**config.mk**
```make
export PLATFORM = sky130hd
export DESIGN_NAME = arm_fetch_unit
export DESIGN_NICKNAME = d
export VERILOG_FILES = /design/src/rtl/arm_fetch_unit.sv
export SDC_FILE = /design/constraint.sdc
export NUM_CORES = 1
export LEC_CHECK = 0
export CAP_MARGIN = 0
export CORE_MARGIN = 4
export CORE_UTILIZATION = 48
export DETAILED_ROUTE_END_ITERATION = 10
export GPL_TIMING_DRIVEN = 0
export HOLD_SLACK_MARGIN = 0.03
export PLACE_DENSITY_LB_ADDON = 0.12
export SYNTH_ARGS = -nofsm -noshare
export SYNTH_HDL_FRONTEND = slang
export SYNTH_SLANG_ARGS = --single-unit
export TNS_END_PERCENT = 5
```
**constraint.sdc**
```tcl
create_clock -name clk -period 6.6 [get_ports clk]
set_input_delay 1.32 -clock clk [delete_from_list [all_inputs] [get_ports clk]]
set_output_delay 1.32 -clock clk [all_outputs]
set_load 0.02 [all_outputs]
```
**src/rtl/arm_fetch_unit.sv**
```systemverilog
// -----------------------------------------------------------------------------
// arm_fetch_unit
// Instruction fetch stage feeding the ARM data-processing datapath.
// Holds the PC and issues word fetches to instruction memory. At most one
// request is outstanding at a time. Returned words are buffered in a small
// FIFO, and the consumer reads them through a valid/ready handshake.
// A downstream redirect loads a new PC and flushes everything in flight.
//
// Ports:
//   clk            - clock, rising edge
//   reset          - asynchronous, active-high reset
//   imem_req       - fetch request, held high until imem_rvalid
//   imem_addr      - word-aligned fetch address, stable while imem_req high
//   imem_rvalid    - memory response valid (may coincide with imem_req)
//   imem_rdata     - instruction word from memory
//   Instr          - FIFO head instruction (0 when empty)
//   instr_pc       - PC of FIFO head (0 when empty)
//   instr_valid    - head valid and no redirect this cycle
//   instr_ready    - consumer accepts head
//   redirect_valid - load redirect_pc and flush
//   redirect_pc    - new PC, low two bits forced to zero
// -----------------------------------------------------------------------------
module arm_fetch_unit #(
    parameter logic [31:0] RESET_PC  = 32'h0000_0000,
    parameter int          BUF_DEPTH = 2
) (
    input  logic        clk,
    input  logic        reset,
    output logic        imem_req,
    output logic [31:0] imem_addr,
    input  logic        imem_rvalid,
    input  logic [31:0] imem_rdata,
    output logic [31:0] Instr,
    output logic [31:0] instr_pc,
    output logic        instr_valid,
    input  logic        instr_ready,
    input  logic        redirect_valid,
    input  logic [31:0] redirect_pc
);

    localparam int               PTR_W   = (BUF_DEPTH > 1) ? $clog2(BUF_DEPTH) : 1;
    localparam int               CNT_W   = PTR_W + 1;
    localparam logic [CNT_W-1:0] DEPTH_C = CNT_W'(BUF_DEPTH);
    localparam logic [CNT_W-1:0] ONE_C   = CNT_W'(1);
    localparam logic [PTR_W-1:0] PONE_C  = PTR_W'(1);
    localparam logic [31:0]      RST_PC_C = RESET_PC & 32'hFFFF_FFFC;

    typedef enum logic [1:0] {
        ST_IDLE = 2'b00,
        ST_REQ  = 2'b01,
        ST_DROP = 2'b10
    } state_t;

    state_t           state_r;
    state_t           state_next_s;
    logic [31:0]      fetch_pc_r;
    logic [31:0]      fetch_pc_next_s;
    logic [31:0]      addr_r;
    logic [31:0]      data_mem_r [BUF_DEPTH];
    logic [31:0]      pc_mem_r   [BUF_DEPTH];
    logic [PTR_W-1:0] wr_ptr_r;
    logic [PTR_W-1:0] rd_ptr_r;
    logic [CNT_W-1:0] count_r;
    logic [CNT_W-1:0] count_next_s;
    logic             empty_s;
    logic             push_s;
    logic             pop_s;

    // Handshake decode, occupancy update and next fetch PC.
    always_comb begin
        empty_s     = (count_r == {CNT_W{1'b0}});
        // A redirect hides the head so nothing is popped while flushing.
        instr_valid = !empty_s && !redirect_valid;
        pop_s       = instr_valid && instr_ready;
        // Responses that coincide with a redirect belong to the old stream.
        push_s      = (state_r == ST_REQ) && imem_rvalid && !redirect_valid;
        case ({push_s, pop_s})
            2'b10:   count_next_s = count_r + ONE_C;
            2'b01:   count_next_s = count_r - ONE_C;
            default: count_next_s = count_r;
        endcase
        if (redirect_valid) begin
            fetch_pc_next_s = redirect_pc & 32'hFFFF_FFFC;
        end else if (push_s) begin
            fetch_pc_next_s = fetch_pc_r + 32'd4;   // wraps modulo 2^32
        end else begin
            fetch_pc_next_s = fetch_pc_r;
        end
    end

    // Fetch FSM next-state logic.
    always_comb begin
        state_next_s = state_r;
        case (state_r)
            ST_IDLE: begin
                if (!redirect_valid && (count_r < DEPTH_C)) begin
                    state_next_s = ST_REQ;
                end else begin
                    state_next_s = ST_IDLE;
                end
            end
            ST_REQ: begin
                if (redirect_valid) begin
                    // Without the response yet, it must still be swallowed.
                    state_next_s = imem_rvalid ? ST_IDLE : ST_DROP;
                end else if (imem_rvalid) begin
                    // Keep streaming only if a slot remains after this push.
                    state_next_s = (count_next_s < DEPTH_C) ? ST_REQ : ST_IDLE;
                end else begin
                    state_next_s = ST_REQ;
                end
            end
            ST_DROP: begin
                if (imem_rvalid) begin
                    state_next_s = ST_IDLE;
                end else begin
                    state_next_s = ST_DROP;
                end
            end
            default: state_next_s = ST_IDLE;
        endcase
    end

    // FSM state, fetch PC and registered request address.
    always_ff @(posedge clk or posedge reset) begin
        if (reset) begin
            state_r    <= ST_IDLE;
            fetch_pc_r <= RST_PC_C;
            addr_r     <= RST_PC_C;
        end else begin
            state_r    <= state_next_s;
            fetch_pc_r <= fetch_pc_next_s;
            // The address only moves when a new request begins, so DROP
            // keeps presenting the stale address of the abandoned fetch.
            if (state_next_s == ST_REQ) begin
                addr_r <= fetch_pc_next_s;
            end
        end
    end

    // FIFO pointers and occupancy; a redirect flushes everything.
    always_ff @(posedge clk or posedge reset) begin
        if (reset) begin
            wr_ptr_r <= {PTR_W{1'b0}};
            rd_ptr_r <= {PTR_W{1'b0}};
            count_r  <= {CNT_W{1'b0}};
        end else if (redirect_valid) begin
            wr_ptr_r <= {PTR_W{1'b0}};
            rd_ptr_r <= {PTR_W{1'b0}};
            count_r  <= {CNT_W{1'b0}};
        end else begin
            if (push_s) begin
                wr_ptr_r <= wr_ptr_r + PONE_C;
            end
            if (pop_s) begin
                rd_ptr_r <= rd_ptr_r + PONE_C;
            end
            count_r <= count_next_s;
        end
    end

    // FIFO storage: instruction word and the PC it was fetched from.
    always_ff @(posedge clk or posedge reset) begin
        if (reset) begin
            for (int i = 0; i < BUF_DEPTH; i++) begin
                data_mem_r[i] <= 32'h0000_0000;
                pc_mem_r[i]   <= 32'h0000_0000;
            end
        end else if (push_s) begin
            data_mem_r[wr_ptr_r] <= imem_rdata;
            pc_mem_r[wr_ptr_r]   <= fetch_pc_r;
        end
    end

    // Output drive: head comes straight from FIFO registers.
    always_comb begin
        imem_req  = (state_r != ST_IDLE);
        imem_addr = addr_r;
        if (empty_s) begin
            Instr    = 32'h0000_0000;
            instr_pc = 32'h0000_0000;
        end else begin
            Instr    = data_mem_r[rd_ptr_r];
            instr_pc = pc_mem_r[rd_ptr_r];
        end
    end

endmodule

```
==> results of run 1 <==
[registers in the layout, summed over array words and instances (netlist names)]
signal	flops
pc_mem_r	64
count_r	2
state_r	2
fetch_pc_r	32
imem_addr	32
data_mem_r	64
rd_ptr_r	1
wr_ptr_r	1
[power groups by stage]
stage                     registers (mW)  clock network, mW  logic (mW)
final                               1.66              0.986       0.660
after floorplan                     1.67                  0       0.423
after CTS                           1.66               1.01       0.672
after global placement              1.66                  0       0.637
after global routing                1.69               1.07       0.720
after detailed placement            1.68                  0       0.668
[worst min path at each step]
stage,cells after the start,startpoint,slack [ns],to
after global routing,1,pc_mem_r[57],0.52,pc_mem_r[57]
final,2,pc_mem_r[8],0.49,pc_mem_r[8]
after CTS,2,pc_mem_r[8],0.49,pc_mem_r[8]
after detailed placement,2,pc_mem_r[8],0.47,pc_mem_r[8]
after floorplan,2,pc_mem_r[8],0.45,pc_mem_r[8]
after global placement,2,pc_mem_r[8],0.47,pc_mem_r[8]
[cell type report]
type                       instances  area, um^2  share of cell area
buffer                            39         196              0.0166
multi-input combinational        459        4040               0.341
clock buffer                      21         460              0.0389
tap                              260         325              0.0275
inverter                          10        41.3             0.00349
sequential                       198        4950               0.419
timing repair buffer             168        1720               0.145
clock inverter                    10        96.3             0.00814
[cell families (layout without fill, tap and decap cells)]
kind of cell             after synthesis  after routing  synth area share
multiplexers                         239            239             0.295
flip-flops                           198            198             0.537
AND/OR/NAND/NOR                      158            158            0.0877
buffers and inverters                 49            248            0.0253
XOR/XNOR                              33             33            0.0313
AO/OA/AOI/OAI                         26             26            0.0202
adder cells (fa/ha/maj)                3              3           0.00407
[layer usage]
| metal | vias up | global-route usage | wire (um) |
|---|---|---|---|
| li1 | 2840 | - | - |
| met1 | 3085 | 0.275 | 9850 |
| met2 | 158 | 0.337 | 10500 |
| met3 | 29 | 0.0391 | 825 |
| met4 | 0 | 0.0729 | 494 |
| met5 | - | 0 | 0 |
[worst register-to-register path, delay by kind of cell (launching register included)]
family                     cells  cell delay, ns
and+or+nand+nor                4            0.67
AOI/OAI and AO/OA              2            0.65
DFF                            1            0.47
muxes                          1            0.32
buffers and inverters          1            0.29
xor gates and xnor gates       1            0.26
adders and majority gates      1            0.22
[metrics by stage]
stage          setup slack, ns  total power, mW
2_1_floorplan             2.67             2.09
3_3_place_gp              1.32             2.29
3_5_place_dp              1.43             2.35
4_1_cts                   1.81             3.34
5_1_grt                   1.69             3.48
6_report                  1.80             3.30
[cell usage in the layout (no fill, tap or decap), types with 15 or more instances in the layout]
cell type	count
clkbuf_1	18
nand4_1	15
clkdlybuf4s50_1	164
mux2_4	29
mux2_2	137
mux2i_1	65
xnor2_1	28
clkbuf_16	17
dfrtp_1	198
nor2_1	74
nand2_1	22
==> flow_metrics.py, run 1 <==
metrics = {
    "place": {
        "gp_congestion": 0.823,
        "dpl.hpwl_um": 15900,
        "io_buffers": 164,
        "placedInstanceArea_um2": 11300,
        "dp_cells": 1134,
    },
    "sta": {
        "final-setup-viol-count": 0,
        "fin_skew_ns": 0.0131,
        "max_freq_mhz": 208,
        "slew_violations": 0,
        "min_period_over_period": 0.727,
        "worst_pin_slew_ns": 0.789,
        "holdWs_ns": 0.488,
        "rsz0062_at_grt": "false",
        "final_hold_viol_count": 0,
        "relSlewSlack": 0.474,
        "tns_ns": 0,
        "finalCriticalPeriod_ns": 4.80,
    },
    "power": {
        "powerDensity_nw_per_um2": 279,
        "vdd_drop_max_v": 0.000182,
        "power.leakage_nw": 4.85,
        "swShare": 0.267,
        "p_seq_frac": 0.502,
        "p_int_mw": 2.42,
        "clkPwrFrac": 0.298,
        "combPwrFrac": 0.200,
        "power_switching_mw": 0.881,
    },
    "critical_path": {
        "worstPathArrival_ns": 3.48,
        "critPathKind": "in2out",
        "path_depth": 5,
        "cp-startpoint": "redirect_valid",
        "path_buf_inv": 4,
        "cp_common_cell": "clkdlybuf4s50_1",
        "critPathCaptureType": "primary output",
        "rrSetupSlack_ns": 3.61,
        "r2r_start": "count_r[1]",
        "crit_path_end": "instr_valid",
        "required_ns": 5.28,
        "max_stage_delay_ns": 0.65,
        "startpoint_type": "input pin",
        "ff2ff_path_depth": 10,
        "r2r_end": "imem_addr[8]",
        "path_cells": "clkdlybuf4s50_1 -> clkbuf_8 -> clkbuf_1 -> nor2_1 -> clkdlybuf4s50_1",
        "cpLargestDelayFamily": "buffers and inverters",
        "slowest_stage": "clkdlybuf4s50_1",
        "cp_max_fo": 10,
    },
    "final_layout": {
        "fin_nets": 965,
        "syn_to_final_growth_pct": 28.2,
        "fillers": 1500,
        "utilization": 0.629,
        "drive_gt1_frac": 0.256,
        "final_cell_area_um2": 11800,
        "layout.cells.non_filler": 1165,
        "num_antenna_cells": 0,
    },
    "clocking": {
        "clkTransAtPathRegs_ns": 0.07,
        "post_cts_resize_count": 0,
        "clock-sinks": 198,
        "numCtsBuffers": 17,
        "htreeDepth": 4,
        "insertion_delay_ns": 0.43,
        "clock_path_buffers": 2,
        "ctsHoldBuffers": 0,
        "cts_tree": "done",
        "postCtsSetupRepairBufs": 0,
        "clock-root-buffer": "clkbuf_16",
    },
    "synth": {
        "yosys.area.top_type": "dfrtp_1",
        "syn_area_um2": 9230,
        "yosys.area.top_type_share": 0.537,
        "synthArstFlopShare": 1.00,
        "avgSynthCellArea_um2": 13.1,
        "synth_edf_count": 0,
        "yosys-top-cells-count": "dfrtp_1, mux2_2, nor2_1, mux2i_1, mux2_4",
        "yosysSeqAreaShare": 0.537,
        "ys_top_cells_by_area": "dfrtp_1, mux2_2, mux2i_1, mux2_4, nor2_1",
        "synth_nets": 778,
        "yosys_warnings": 0,
        "syn_inst": 706,
        "ys.flop_type": "dfrtp_1",
        "yosysMostFrequentCell": "dfrtp_1",
        "synth_cell_type_count": 50,
        "synth-seq-cells": 198,
    },
    "detailed_routing": {
        "routed_wl_um": 21700,
        "drt_iter0_markers": 227,
        "vias": 6112,
        "viasPerCell": 5.25,
        "first_pass_iters": 4,
        "postRouteAntennaNets": 0,
        "drt_drc_violations_left": 0,
        "post_drt_wl_per_cell_um": 18.6,
    },
    "floorplan": {
        "die_h_um": 147,
        "die_area_um2": 21500,
        "row_count": 50,
        "initial_utilization": 0.490,
        "pin_count": 167,
        "fp.dieW_um": 147,
        "core-area_um2": 18800,
    },
    "flow_run": {
        "cap_violations": 0,
    },
    "status": {
        "status": "complete, no violations",
    },
    "global_route": {
        "grt_first_pass_wirelength_um": 35500,
        "grt_overflow": 0,
        "grt_max_degree": 46,
        "grt.total_usage": 0.206,
        "antenna_found_initial": 0,
        "grt_pass1_vias": 6799,
    },
    "min_path": {
        "hold_class": "reg2reg",
    },
}
Note: power is estimated with default switching activity, not from simulation.
==> run 2, diff against run 1 <==
--- a/config.mk
+++ b/config.mk
@@ -7,7 +7,7 @@
 export LEC_CHECK = 0
 export CAP_MARGIN = 0
 export CORE_MARGIN = 4
-export CORE_UTILIZATION = 48
+export CORE_UTILIZATION = 53
 export DETAILED_ROUTE_END_ITERATION = 10
 export GPL_TIMING_DRIVEN = 0
 export HOLD_SLACK_MARGIN = 0.03
==> constraint.sdc (replaced) <==
create_clock -name clk -period 4.5 [get_ports clk]
set_input_delay 0.9 -clock clk [delete_from_list [all_inputs] [get_ports clk]]
set_output_delay 0.9 -clock clk [all_outputs]
set_load 0.02 [all_outputs]
==> run 2 against run 1 <==
Compared with the run above:
- clock-buffer cell count unchanged
- worst setup slack got worse by 1.6 ns
- wire length down 1.6%
- flip-flop and latch count unchanged
- clock skew is 0.0029 ns lower
- cell count decreased by 3.3%
- global-route usage grew 1.9 points
- critical path depth increased by 7
- cell area rose by 0.24%
- via count grew 1.2%
- die area fell by 8.9%
- combinational power rose by 48%
- largest power group unchanged
==> flow_metrics.py, run 2 (synthesis results as in run 1) <==
metrics = {
    "sta": {
        "finalCriticalPeriod_ns": 4.35,
        "relSlewSlack": 0.448,
        "max_freq_mhz": 230,
        "tns_ns": 0,
        "holdWs_ns": 0.503,
        "rsz0062_at_grt": "false",
        "worst_pin_slew_ns": 0.828,
        "final_hold_viol_count": 0,
        "min_period_over_period": 0.966,
        "fin_skew_ns": 0.0102,
        "slew_violations": 0,
        "final-setup-viol-count": 0,
    },
    "final_layout": {
        "fin_nets": 966,
        "layout.cells.non_filler": 1127,
        "utilization": 0.706,
        "reg_top3": "data_mem_r x64, pc_mem_r x64",
        "num_antenna_cells": 0,
        "syn_to_final_growth_pct": 28.6,
        "mostFrequentLayoutCells": "dfrtp_1, clkdlybuf4s50_1, mux2_2, nor2_1, mux2i_1",
        "drive_gt1_frac": 0.259,
        "final_common_cell": "dfrtp_1",
    },
    "floorplan": {
        "row_count": 47,
        "core-area_um2": 16800,
        "fp.dieW_um": 140,
        "initial_utilization": 0.549,
        "pin_count": 167,
        "die_h_um": 140,
        "die_area_um2": 19600,
    },
    "place": {
        "gp_congestion": 0.832,
        "dp_cells": 1095,
        "io_buffers": 164,
        "dpl.hpwl_um": 15600,
    },
    "critical_path": {
        "worstPathArrival_ns": 4.67,
        "rrSetupSlack_ns": 1.45,
        "crit_path_end": "imem_addr[11]",
        "ff2ff_path_depth": 10,
        "critPathCaptureType": "register",
        "r2r_end": "imem_addr[11]",
        "startpoint_type": "input pin",
        "cp_max_fo": 10,
        "r2r_start": "count_r[1]",
        "cp-startpoint": "redirect_valid",
        "critPathKind": "in2reg",
        "required_ns": 4.83,
    },
    "min_path": {
        "hold_class": "reg2reg",
    },
    "power": {
        "powerDensity_nw_per_um2": 420,
        "p_int_mw": 3.68,
        "power.leakage_nw": 4.90,
        "p_seq_frac": 0.487,
        "swShare": 0.261,
        "clkPwrFrac": 0.317,
        "power_switching_mw": 1.30,
        "vdd_drop_max_v": 0.000300,
        "combPwrFrac": 0.195,
    },
    "detailed_routing": {
        "postRouteAntennaNets": 0,
        "post_drt_wl_per_cell_um": 18.9,
        "routed_wl_um": 21400,
        "viasPerCell": 5.49,
        "first_pass_iters": 5,
        "vias": 6188,
        "drt_drc_violations_left": 0,
        "drt_iter0_markers": 274,
    },
    "clocking": {
        "insertion_delay_ns": 0.44,
        "clock-sinks": 198,
        "cts_tree": "done",
        "numCtsBuffers": 17,
        "clock-root-buffer": "clkbuf_16",
        "htreeDepth": 4,
        "postCtsSetupRepairBufs": 0,
        "post_cts_resize_count": 0,
        "clkTransAtPathRegs_ns": 0.07,
        "clock_path_buffers": 2,
        "ctsHoldBuffers": 0,
    },
    "global_route": {
        "grt_pass1_vias": 6724,
        "grt_overflow": 0,
        "grt_max_degree": 46,
        "grt_first_pass_wirelength_um": 35000,
        "grt.total_usage": 0.224,
        "antenna_found_initial": 0,
    },
    "flow_run": {
        "cap_violations": 0,
    },
    "status": {
        "status": "complete, no violations",
    },
}
[run 2: changes by cell type in the layout (fill, tap and decap cells not counted)]
| cell | before | now |
|---|---|---|
| buf_12 | 4 | 5 |
| clkinv_4 | 1 | 0 |
| clkinvlp_4 | 5 | 4 |
| clkbuf_1 | 18 | 17 |
| clkinv_2 | 2 | 3 |
| bufinv_16 | 1 | 3 |
| clkbuf_8 | 3 | 4 |
[run 2: cell type report]
class	count	area, um^2
timing repair buffer	169	1740
inverter	10	41.3
tap	220	275
multi-input combinational	459	4040
sequential	198	4950
clock buffer	21	470
clock inverter	11	145
fill	1207	4950
buffer	39	196
[run 2: worst min-delay path by stage]
stage / start / endpoint / slack, ns / depth (start not counted)
4_1_cts: pc_mem_r[41] / pc_mem_r[41] / 0.51 / 1
5_1_grt: pc_mem_r[54] / pc_mem_r[54] / 0.52 / 1
2_1_floorplan: pc_mem_r[8] / pc_mem_r[8] / 0.45 / 2
3_3_place_gp: pc_mem_r[8] / pc_mem_r[8] / 0.47 / 2
6_report: pc_mem_r[8] / pc_mem_r[8] / 0.50 / 2
3_5_place_dp: pc_mem_r[8] / pc_mem_r[8] / 0.49 / 2
[run 2: layer usage]
metal  GRT usage  up-vias  wire length [um]
met5           0        -                 0
met4      0.0653        0               331
met3      0.0426       26               811
met2       0.388      149             10900
met1       0.289     3160              9290
li1            -     2853                 -
[run 2: power by group through the flow]
stage          clock (mW)  sequential (mW)  combinational, mW
6_report             1.58             2.43              0.975
3_3_place_gp            0             2.43              0.935
3_5_place_dp            0             2.46              0.983
4_1_cts              1.61             2.43              0.991
2_1_floorplan           0             2.44              0.620
5_1_grt              1.69             2.48               1.06
[run 2: worst max-delay path, cell delays in order]
cell	delay, ns
clkdlybuf4s50_1	0.66
clkbuf_8	0.24
clkbuf_1	0.49
nor2_1	0.15
and2_1	0.22
ha_1	0.23
xnor2_1	0.29
or4_4	0.19
a21boi_2	0.06
a2111oi_4	0.63
buf_6	0.28
mux2_4	0.32
[run 2: through the flow]
stage	setup slack [ns]	cell area (um^2)	total power [mW]
global route	0.0569	11900	5.23
global placement	-0.318	11200	3.36
detailed placement	-0.236	11300	3.44
finish	0.155	11900	4.99
floorplan	0.995	9230	3.06
CTS	0.179	11900	5.03
